`src/rtl/riscv_soft_decode_stage_pkg.sv`:
```
// rtl/riscv_soft_decode_stage_pkg.sv - immediate-select codes, opcodes and the opcode classifier
package riscv_soft_decode_stage_pkg;

    typedef enum logic [2:0] {
        IMM_I = 3'd0,
        IMM_S = 3'd1,
        IMM_B = 3'd2,
        IMM_U = 3'd3,
        IMM_J = 3'd4
    } imm_sel_e;

    localparam logic [6:0] OPC_LUI    = 7'b0110111;
    localparam logic [6:0] OPC_AUIPC  = 7'b0010111;
    localparam logic [6:0] OPC_JAL    = 7'b1101111;
    localparam logic [6:0] OPC_JALR   = 7'b1100111;
    localparam logic [6:0] OPC_BRANCH = 7'b1100011;
    localparam logic [6:0] OPC_LOAD   = 7'b0000011;
    localparam logic [6:0] OPC_STORE  = 7'b0100011;
    localparam logic [6:0] OPC_OP_IMM = 7'b0010011;
    localparam logic [6:0] OPC_OP     = 7'b0110011;
    localparam logic [6:0] OPC_SYSTEM = 7'b1110011;

    typedef struct packed {
        imm_sel_e imm_sel;
        logic     uses_imm;
        logic     rd_wen;
        logic     illegal;
    } dec_t;

    localparam int DEC_W = $bits(dec_t);

    // Every legal opcode ends in 2'b11, so compressed/16-bit encodings fall into the default arm.
    function automatic dec_t decode_inst(input logic [31:0] inst);
        dec_t d;
        d.imm_sel  = IMM_I;
        d.uses_imm = 1'b0;
        d.rd_wen   = 1'b0;
        d.illegal  = 1'b0;
        case (inst[6:0])
            OPC_LUI, OPC_AUIPC: begin
                d.imm_sel  = IMM_U;
                d.uses_imm = 1'b1;
                d.rd_wen   = 1'b1;
            end
            OPC_JAL: begin
                d.imm_sel  = IMM_J;
                d.uses_imm = 1'b1;
                d.rd_wen   = 1'b1;
            end
            OPC_BRANCH: begin
                d.imm_sel  = IMM_B;
            end
            OPC_STORE: begin
                d.imm_sel  = IMM_S;
                d.uses_imm = 1'b1;
            end
            OPC_JALR, OPC_LOAD, OPC_OP_IMM, OPC_SYSTEM: begin
                d.uses_imm = 1'b1;
                d.rd_wen   = 1'b1;
            end
            OPC_OP: begin
                d.rd_wen   = 1'b1;
            end
            default: begin
                d.illegal  = 1'b1;
            end
        endcase
        if (inst[11:7] == 5'd0) begin
            d.rd_wen = 1'b0;
        end
        return d;
    endfunction

endpackage

```
`src/rtl/riscv_soft_decode_stage_if.sv`:
```
// rtl/riscv_soft_decode_stage_if.sv - fetch-side and execute-side handshake bundle of the decode stage
interface riscv_soft_decode_stage_if #(
    parameter int XPR_LEN = 32
);
    logic               in_valid;
    logic               in_ready;
    logic [31:0]        in_inst;
    logic [XPR_LEN-1:0] in_pc;
    logic               out_valid;
    logic               out_ready;
    logic [31:0]        out_inst;
    logic [XPR_LEN-1:0] out_pc;
    logic [2:0]         out_imm_sel;
    logic               out_uses_imm;
    logic               out_rd_wen;
    logic               out_illegal;

    modport slave (
        input  in_valid, in_inst, in_pc, out_ready,
        output in_ready, out_valid, out_inst, out_pc,
        output out_imm_sel, out_uses_imm, out_rd_wen, out_illegal
    );

    modport master (
        output in_valid, in_inst, in_pc, out_ready,
        input  in_ready, out_valid, out_inst, out_pc,
        input  out_imm_sel, out_uses_imm, out_rd_wen, out_illegal
    );
endinterface

```
`src/rtl/riscv_soft_decode_stage_skid_buffer.sv`:
```
// rtl/riscv_soft_decode_stage_skid_buffer.sv - two-entry registered skid buffer with flush
module riscv_soft_skid_buffer #(
    parameter int WIDTH = 8
) (
    input  logic             clk,
    input  logic             reset,
    input  logic             flush,
    input  logic             in_valid_i,
    output logic             in_ready_o,
    input  logic [WIDTH-1:0] in_data_i,
    output logic             out_valid_o,
    input  logic             out_ready_i,
    output logic [WIDTH-1:0] out_data_o
);
    logic             main_valid_q, main_valid_d;
    logic             skid_valid_q, skid_valid_d;
    logic [WIDTH-1:0] main_data_q, main_data_d;
    logic [WIDTH-1:0] skid_data_q, skid_data_d;
    logic             in_fire;
    logic             main_free;

    // in_ready depends only on registered state, breaking the out_ready -> in_ready path.
    assign in_ready_o  = !skid_valid_q;
    assign in_fire     = in_valid_i && !skid_valid_q;
    assign main_free   = !main_valid_q || out_ready_i;
    assign out_valid_o = main_valid_q;
    assign out_data_o  = main_data_q;

    always_comb begin
        main_valid_d = main_valid_q;
        skid_valid_d = skid_valid_q;
        main_data_d  = main_data_q;
        skid_data_d  = skid_data_q;
        if (flush) begin
            main_valid_d = 1'b0;
            skid_valid_d = 1'b0;
        end else if (main_free) begin
            if (skid_valid_q) begin
                main_valid_d = 1'b1;
                main_data_d  = skid_data_q;
                skid_valid_d = 1'b0;
            end else begin
                main_valid_d = in_fire;
                if (in_fire) begin
                    main_data_d = in_data_i;
                end
            end
        end else if (in_fire) begin
            skid_valid_d = 1'b1;
            skid_data_d  = in_data_i;
        end
    end

    always_ff @(posedge clk) begin
        if (reset) begin
            main_valid_q <= 1'b0;
            skid_valid_q <= 1'b0;
            main_data_q  <= '0;
            skid_data_q  <= '0;
        end else begin
            main_valid_q <= main_valid_d;
            skid_valid_q <= skid_valid_d;
            main_data_q  <= main_data_d;
            skid_data_q  <= skid_data_d;
        end
    end

endmodule

```
`src/rtl/riscv_soft_decode_stage.sv`:
```
// rtl/riscv_soft_decode_stage.sv - decode stage: opcode classification ahead of a skid-buffered register
module riscv_soft_decode_stage
    import riscv_soft_decode_stage_pkg::*;
#(
    parameter int XPR_LEN = 32
) (
    input  logic                       clk,
    input  logic                       reset,
    input  logic                       flush,
    riscv_soft_decode_stage_if.slave   bus
);
    localparam int PKT_W = 32 + XPR_LEN + DEC_W;

    dec_t             dec_in;
    dec_t             dec_out;
    logic [PKT_W-1:0] pkt_in;
    logic [PKT_W-1:0] pkt_out;
    logic             out_valid;
    logic             in_ready;

    always_comb begin
        dec_in = decode_inst(bus.in_inst);
    end

    assign pkt_in = {bus.in_inst, bus.in_pc, dec_in};

    riscv_soft_skid_buffer #(
        .WIDTH (PKT_W)
    ) u_skid (
        .clk         (clk),
        .reset       (reset),
        .flush       (flush),
        .in_valid_i  (bus.in_valid),
        .in_ready_o  (in_ready),
        .in_data_i   (pkt_in),
        .out_valid_o (out_valid),
        .out_ready_i (bus.out_ready),
        .out_data_o  (pkt_out)
    );

    assign bus.in_ready  = in_ready;
    assign bus.out_valid = out_valid;
    assign {bus.out_inst, bus.out_pc, dec_out} = pkt_out;
    assign bus.out_imm_sel  = dec_out.imm_sel;
    assign bus.out_uses_imm = dec_out.uses_imm;
    assign bus.out_rd_wen   = dec_out.rd_wen;
    assign bus.out_illegal  = dec_out.illegal;

endmodule

```
`src/flat_wrapper.sv`:
```
// flat-port wrapper written by rule: the top's interface ports become plain ports
module riscv_soft_decode_stage_flat import riscv_soft_decode_stage_pkg::*;
#(
    parameter int XPR_LEN = 32
)
  (clk, reset, flush, bus_in_valid, bus_in_inst, bus_in_pc, bus_out_ready, bus_in_ready, bus_out_valid, bus_out_inst, bus_out_pc, bus_out_imm_sel, bus_out_uses_imm, bus_out_rd_wen, bus_out_illegal);
  riscv_soft_decode_stage_if #(.XPR_LEN(XPR_LEN)) bus_i ();
  input  logic clk;
  input  logic reset;
  input  logic flush;
  input wire logic [$bits(bus_i.in_valid)-1:0] bus_in_valid;
  input wire logic [$bits(bus_i.in_inst)-1:0] bus_in_inst;
  input wire logic [$bits(bus_i.in_pc)-1:0] bus_in_pc;
  input wire logic [$bits(bus_i.out_ready)-1:0] bus_out_ready;
  output wire logic [$bits(bus_i.in_ready)-1:0] bus_in_ready;
  output wire logic [$bits(bus_i.out_valid)-1:0] bus_out_valid;
  output wire logic [$bits(bus_i.out_inst)-1:0] bus_out_inst;
  output wire logic [$bits(bus_i.out_pc)-1:0] bus_out_pc;
  output wire logic [$bits(bus_i.out_imm_sel)-1:0] bus_out_imm_sel;
  output wire logic [$bits(bus_i.out_uses_imm)-1:0] bus_out_uses_imm;
  output wire logic [$bits(bus_i.out_rd_wen)-1:0] bus_out_rd_wen;
  output wire logic [$bits(bus_i.out_illegal)-1:0] bus_out_illegal;
  assign bus_i.in_valid = bus_in_valid;
  assign bus_i.in_inst = bus_in_inst;
  assign bus_i.in_pc = bus_in_pc;
  assign bus_i.out_ready = bus_out_ready;
  assign bus_in_ready = bus_i.in_ready;
  assign bus_out_valid = bus_i.out_valid;
  assign bus_out_inst = bus_i.out_inst;
  assign bus_out_pc = bus_i.out_pc;
  assign bus_out_imm_sel = bus_i.out_imm_sel;
  assign bus_out_uses_imm = bus_i.out_uses_imm;
  assign bus_out_rd_wen = bus_i.out_rd_wen;
  assign bus_out_illegal = bus_i.out_illegal;
  riscv_soft_decode_stage #(.XPR_LEN(XPR_LEN)) u_core (.clk(clk), .reset(reset), .flush(flush), .bus(bus_i));
endmodule
```
`config.mk`:
```
export PLATFORM = sky130hd
export DESIGN_NAME = riscv_soft_decode_stage_flat
export DESIGN_NICKNAME = d
export VERILOG_FILES = /design/src/rtl/riscv_soft_decode_stage_pkg.sv /design/src/rtl/riscv_soft_decode_stage_if.sv /design/src/rtl/riscv_soft_decode_stage_skid_buffer.sv /design/src/rtl/riscv_soft_decode_stage.sv /design/src/flat_wrapper.sv
export SDC_FILE = /design/constraint.sdc
export NUM_CORES = 1
export LEC_CHECK = 0
export ABC_AREA = 0
export ABC_CLOCK_PERIOD_IN_PS = 1900
export BUFFER_PORTS_ARGS = -buffer_cell sky130_fd_sc_hd__buf_2
export CAP_MARGIN = 20
export CORE_MARGIN = 2
export CORE_UTILIZATION = 40
export DETAILED_ROUTE_END_ITERATION = 6
export PLACE_DENSITY = 0.59
export SYNTH_ARGS = -nofsm -noshare
export SYNTH_HDL_FRONTEND = slang
export SYNTH_SLANG_ARGS = --single-unit
```
`constraint.sdc`:
```
create_clock -name clk -period 1.9 [get_ports clk]
set_input_delay 0.285 -clock clk [delete_from_list [all_inputs] [get_ports clk]]
set_output_delay 0.285 -clock clk [all_outputs]
set_load 0.02 [all_outputs]
```
* Word-level counts from Yosys, hierarchy flattened *
Index checks and enable logic that the tools add are counted.

operators by class
  bitwise logic cells = 2
  reduce and logical (&&, ||, !) cells = 14
  equality and inequality tests = 10
  multiplexer cells = 8

operator list
  operator            number
  $mux 70             2
  $eq 7x7->1 const B  4
  $eq 7x6->1 const B  3
  $reduce_or 8->1     2
  $eq 7x5->1 const B  2
  $pmux 3 s4          1
  $reduce_or 10->1    1
  $eq 7x2->1 const B  1
  $reduce_and 3->1    2
  $logic_not 5->1     1
  $mux 1              5
  $reduce_or 2->1     2
  $reduce_or 3->1     1
  $logic_not 1->1     2
  $not 1->1           2
  $reduce_bool 2->1   1
  $logic_and 1x1->1   1
  $logic_or 1x1->1    1

word-level totals
  output and inout port bits = 72
  bits in registers = 142
  input port bits = 69
  logic and storage cells = 38

* Longest topological paths before layout *
  depth in word-level cells = 6
  gate-level depth with buffers = 8
  depth with buffers taken out = 4

* Cells and area by module *
A second synthesis with hierarchy kept.

second synthesis, totals
  cell total of the unflattened synthesis = 745
  area, all modules = 7041.8 µm²

modules (own cells, without submodules)
  module                   seq. area each (µm²)  times used  area each (µm²)  cells each
  riscv_soft_skid_buffer   2842.7                1           6846.6           710
  riscv_soft_decode_stage  0.0                   1           195.2            35

* Worst setup path before layout *
Ideal clock, no wire load.

  path kind = register to register
  start point = register u_core.u_skid.main_valid_q, in the netlist u_core.u_skid.out_valid_o
  end point = register u_core.u_skid.skid_data_q[49]
  arrival time = 1.471 ns
  cell stages (with the launch flop) = 8
  period minus slack after synthesis = 1.542 ns
  slack = 0.358 ns
  data required time = 1.830 ns
  path through = dfxtp_1 > nor2b_1 > and3_1 > buf_2 > buf_2 > buf_2 > nand2_1 > a21oi_1

on the way
  longest elaborated chain between the ends = 4

ends and longest elaborated chain
  what                               RTL line                                   source
  start: declaration                 riscv_soft_decode_stage_skid_buffer.sv:15  logic main_valid_q, main_valid_d;
  start signal: assignment           riscv_soft_decode_stage_skid_buffer.sv:61  main_valid_q <= main_valid_d;
  $logic_not 1->1                    riscv_soft_decode_stage_skid_buffer.sv:25  assign main_free = !main_valid_q || out_ready_i;
  $logic_or 1x1->1                   riscv_soft_decode_stage_skid_buffer.sv:25
  $not 1->1 (no source line)         --
  $reduce_and 3->1 (no source line)  --
  end signal: assignment             riscv_soft_decode_stage_skid_buffer.sv:64  skid_data_q <= skid_data_d;
  end: declaration                   riscv_soft_decode_stage_skid_buffer.sv:18  logic [WIDTH-1:0] skid_data_q, skid_data_d;

Every way passes these cells.
A chain may end at the register's enable or synchronous reset.

* Final worst setup path *
  start point = register u_core.u_skid.skid_valid_q
  end point = output bus_in_ready

on the way
  longest elaborated chain between the ends = 1

ends and longest elaborated chain
  what                      RTL line                                   source
  start: declaration        riscv_soft_decode_stage_skid_buffer.sv:16  logic skid_valid_q, skid_valid_d;
  start signal: assignment  riscv_soft_decode_stage_skid_buffer.sv:62  skid_valid_q <= skid_valid_d;
  $logic_not 1->1           riscv_soft_decode_stage_skid_buffer.sv:23  assign in_ready_o = !skid_valid_q;
  end: declaration          flat_wrapper.sv:15                         output wire logic [$bits(bus_i.in_ready)-1:0] bus_in_ready;

Every way passes these cells.

==> metrics.cfg <==
[placed_design]
hpwl_um = 8724
gp_routability_congestion = 0.7841
post-place-cells = 933
port_buffers = 140

[critical_path]
crit_path_end_kind = output port
setup.worst_path.class = reg2out
number_of_cells_on_the_worst_reg_to_reg_path = 5
reg2reg_slack_ns = 0.25
worst-endpoint-required_ns = 1.62
crit-reg2reg-capture = u_core.u_skid.out_data_o[45]$_SDFFE_PP0P_
worst-path-max-fanout = 19
cp.arrival_ns = 1.51
reg_to_reg_start = u_core.u_skid.skid_valid_q$_SDFFE_PP0P_
crit_path_start_kind = flip-flop

[synth]
postSynthRegisterBits = 142
synthXorXnorAreaFrac = 0
yosys-mux-area-fraction = 0.1113
synthesis.yosys.warnings = 0
synth_area_per_cell_um2 = 8.709
synth_async_sr_flop_share = 0
synth_cells = 661
netlist_area_pre_place_um2 = 5757
synth_top_family_by_area = compound AO/OA/AOI/OAI gates
post_synth_edffs = 0
compound_cell_area_share_of_the_yosys_netlist = 0.1795
yosysSeqAreaShare = 0.4938
ys_types = 37
ys_dominant_reg_cell = sky130_fd_sc_hd__dfxtp_1
synthSimpleGateAreaFrac = 0.1661
post_synth_fa_ha_maj_area_fraction = 0
syn_nets = 730

[power]
power.static_leakage_nw = 2.649
max-vdd-ir-drop_mv = 0.5396
powerDensity_nw_per_um2 = 980.2

[clock_tree]
clock_tree_from_tritoncts = done
cts_setup_buffers = 0
cts_made_buffers = 17
cts.sinks = 142
post_cts.resized_instances = 0
cts.reportedPaths.clkPinSlew_ns = 0.06
clock_insertion_delay_worst_skew_ns = 0.41
hold_buffers = 0
clock_path_buffers = 2
cts.root.buffer_cell = sky130_fd_sc_hd__clkbuf_16
ctsHtreeMaxLevel = 4

[die]
total_core_area_um2 = 13990
fp.dieW_um = 124.0
core.rowCount = 43
top_level_ports = 141
dieArea_um2 = 15370
die-height_um = 124.0
initial_core_util = 0.4115

[layout]
num_antenna_cells = 0
final_core_util = 0.5086
layout.nets = 841
post_route_cells_drive_above_1_share = 0.2372
areaGrowthSynthToFinish_pct = 23.58
layout.cells.non_filler = 964

[worst_hold_path]
worstHoldEndpoint = u_core.u_skid.skid_data_q[13]$_SDFFE_PP0P_
whs_path_depth = 3
timing.hold.worst.class = in2reg
hp-start = bus_in_pc[7]

[grt]
maximum_number_of_pins_on_one_net_before_global_route_repair = 143
initial_antenna_violation_count = 0
top_usage_layer = met2
grt-ovfl-total = 0
first_global_vias = 4506
grtUsageMet2 = 0.2967
gr-usage-met1 = 0.2254
grt_use_total = 0.1811
grt_util_met3 = 0.05998
global_route_wire_length_before_repair_um = 21800

[routing]
routed_wirelength_um = 13720
antenna_violating_nets_post_route = 0
wl_per_cell_um = 14.23
vias_post_dr = 4895
drt_pass1_iterations = 7
via_per_inst = 5.078
number_of_design_rule_violations_left_after_detail_routing = 0
drt_iter0_markers = 243

[timing]
skew_ns = 0.004264
worst_pin_slew_ns = 0.7273
fmaxAchievable_ghz = 0.5560
max-slew-margin-rel = 0.5151
setup_viol = 0
timing.final.hold_violations = 0
unrepaired_setup_endpoints_after_global_routing = no
slew_violations = 0
finalCriticalPeriod_ns = 1.799
setup_total_negative_slack_ns = 0
period_share = 0.9467
post_route_hold_slack_ns = 0.1194

[flow_run]
maxCapViolCount = 0

[status]
run_status = finished clean

## state kept, by name, summed over array words and instances (netlist names)
name,cells
u_core.u_skid.out_valid_o,1
u_core.u_skid.out_data_o,70
u_core.u_skid.skid_data_q,70
u_core.u_skid.skid_valid_q,1
## logic make-up (layout without fill, tap and decap cells)
group,count (synthesis),in the layout
and+or+nand+nor,236,236
AOI/OAI and AO/OA,157,157
DFF,142,142
muxes,64,64
buffers and inverters,62,185
## Yosys cell counts, types with 2 or more instances
cell type,count,area share
sky130_fd_sc_hd__dfxtp_1,142,0.49
sky130_fd_sc_hd__nand2_1,140,0.091
sky130_fd_sc_hd__nor2_1,74,0.048
sky130_fd_sc_hd__a21oi_1,72,0.063
sky130_fd_sc_hd__a211oi_1,68,0.089
sky130_fd_sc_hd__mux2i_1,64,0.11
sky130_fd_sc_hd__clkbuf_1,31,0.020
sky130_fd_sc_hd__buf_2,23,0.020
sky130_fd_sc_hd__buf_4,4,0.0052
sky130_fd_sc_hd__nand3b_1,4,0.0052
sky130_fd_sc_hd__inv_1,3,0.0020
sky130_fd_sc_hd__nand2b_1,3,0.0033
sky130_fd_sc_hd__nor4_1,3,0.0033
sky130_fd_sc_hd__a311oi_1,2,0.0030
sky130_fd_sc_hd__nand3_1,2,0.0017
sky130_fd_sc_hd__nor2b_1,2,0.0022
sky130_fd_sc_hd__nor3_1,2,0.0017
sky130_fd_sc_hd__o211ai_1,2,0.0026
sky130_fd_sc_hd__o21ai_0,2,0.0017
## worst max-delay path, cell delays in order, from the launching register on
cell and delay [ns]:
sky130_fd_sc_hd__dfxtp_4 0.48, sky130_fd_sc_hd__buf_4 0.37, sky130_fd_sc_hd__inv_1 0.07, sky130_fd_sc_hd__buf_2 0.16
## cell usage in the layout, fill, tap and decap left out, drive strengths merged
| cell type | synthesis | layout |
|---|---|---|
| nand3 | 2 | 2 |
| a2111o | 1 | 1 |
| o2111ai | 1 | 1 |
| o21ai | 2 | 2 |
| a21o | 1 | 1 |
| and3 | 1 | 1 |
| nand2b | 3 | 3 |
| a21oi | 73 | 73 |
| or4 | 1 | 1 |
| nor2b | 2 | 2 |
| clkinv | 0 | 6 |
| nor4 | 3 | 3 |
| dfxtp | 142 | 142 |
| nand4b | 1 | 1 |
| a21boi | 1 | 1 |
| a22oi | 1 | 1 |
| nor3 | 3 | 3 |
| bufinv | 0 | 1 |
| nor2 | 74 | 74 |
| a311oi | 2 | 2 |
| o311ai | 1 | 1 |
| buf | 28 | 151 |
| clkbuf | 31 | 24 |
| nand2 | 140 | 140 |
| a211oi | 69 | 69 |
| mux2i | 64 | 64 |
| or3b | 2 | 2 |
| a2111oi | 2 | 2 |
| o311a | 1 | 1 |
| o211ai | 2 | 2 |
| inv | 3 | 3 |
| nand3b | 4 | 4 |
## routing by layer
metal,vias up,routed length (um),part of all wire
met5,-,0,0
met4,0,156,0.011
met3,11,733,0.053
met2,108,6570,0.48
met1,2269,6261,0.46
li1,2507,-,-
## cell type report
class | count | area [um^2]
inverters | 3 | 11.26
repair buffers | 151 | 835.8
well taps | 180 | 225.2
clock buffers | 24 | 493.0
flip-flops and latches | 142 | 2846
multi-input cells | 457 | 2643
clock inverters | 7 | 60.06
fillers | 1351 | 6874
## through the flow
stage | area, um^2 | setup slack (ns) | power (W)
after floorplan | 5757 | 0.3583 | 0.003650
after global placement | 6561 | 0.2817 | 0.003901
after detailed placement | 6561 | 0.2416 | 0.003919
after CTS | 7114 | 0.07511 | 0.007058
after global routing | 7114 | 0.001222 | 0.007274
final | 7114 | 0.1013 | 0.006973
## worst max-delay path by stage
stage                                             from                                         end  slack (ns)  depth (start not counted)
6_report       u_core.u_skid.skid_valid_q$_SDFFE_PP0P_                                bus_in_ready        0.10                          3
5_1_grt        u_core.u_skid.skid_valid_q$_SDFFE_PP0P_                                bus_in_ready       0.001                          3
4_1_cts        u_core.u_skid.skid_valid_q$_SDFFE_PP0P_                                bus_in_ready        0.08                          3
3_5_place_dp   u_core.u_skid.skid_valid_q$_SDFFE_PP0P_   u_core.u_skid.out_data_o[58]$_SDFFE_PP0P_        0.24                          5
3_3_place_gp   u_core.u_skid.skid_valid_q$_SDFFE_PP0P_    u_core.u_skid.out_data_o[1]$_SDFFE_PP0P_        0.28                          5
2_1_floorplan   u_core.u_skid.out_valid_o$_SDFFE_PP0P_  u_core.u_skid.skid_data_q[49]$_SDFFE_PP0P_        0.36                          7
## power by group
| part | switching [W] | internal (W) |
|---|---|---|
| clock | 0.00120 | 0.00193 |
| sequential | 0.0000567 | 0.00309 |
| combinational | 0.000443 | 0.000256 |
No activity file was read; power rests on OpenSTA's default activity.
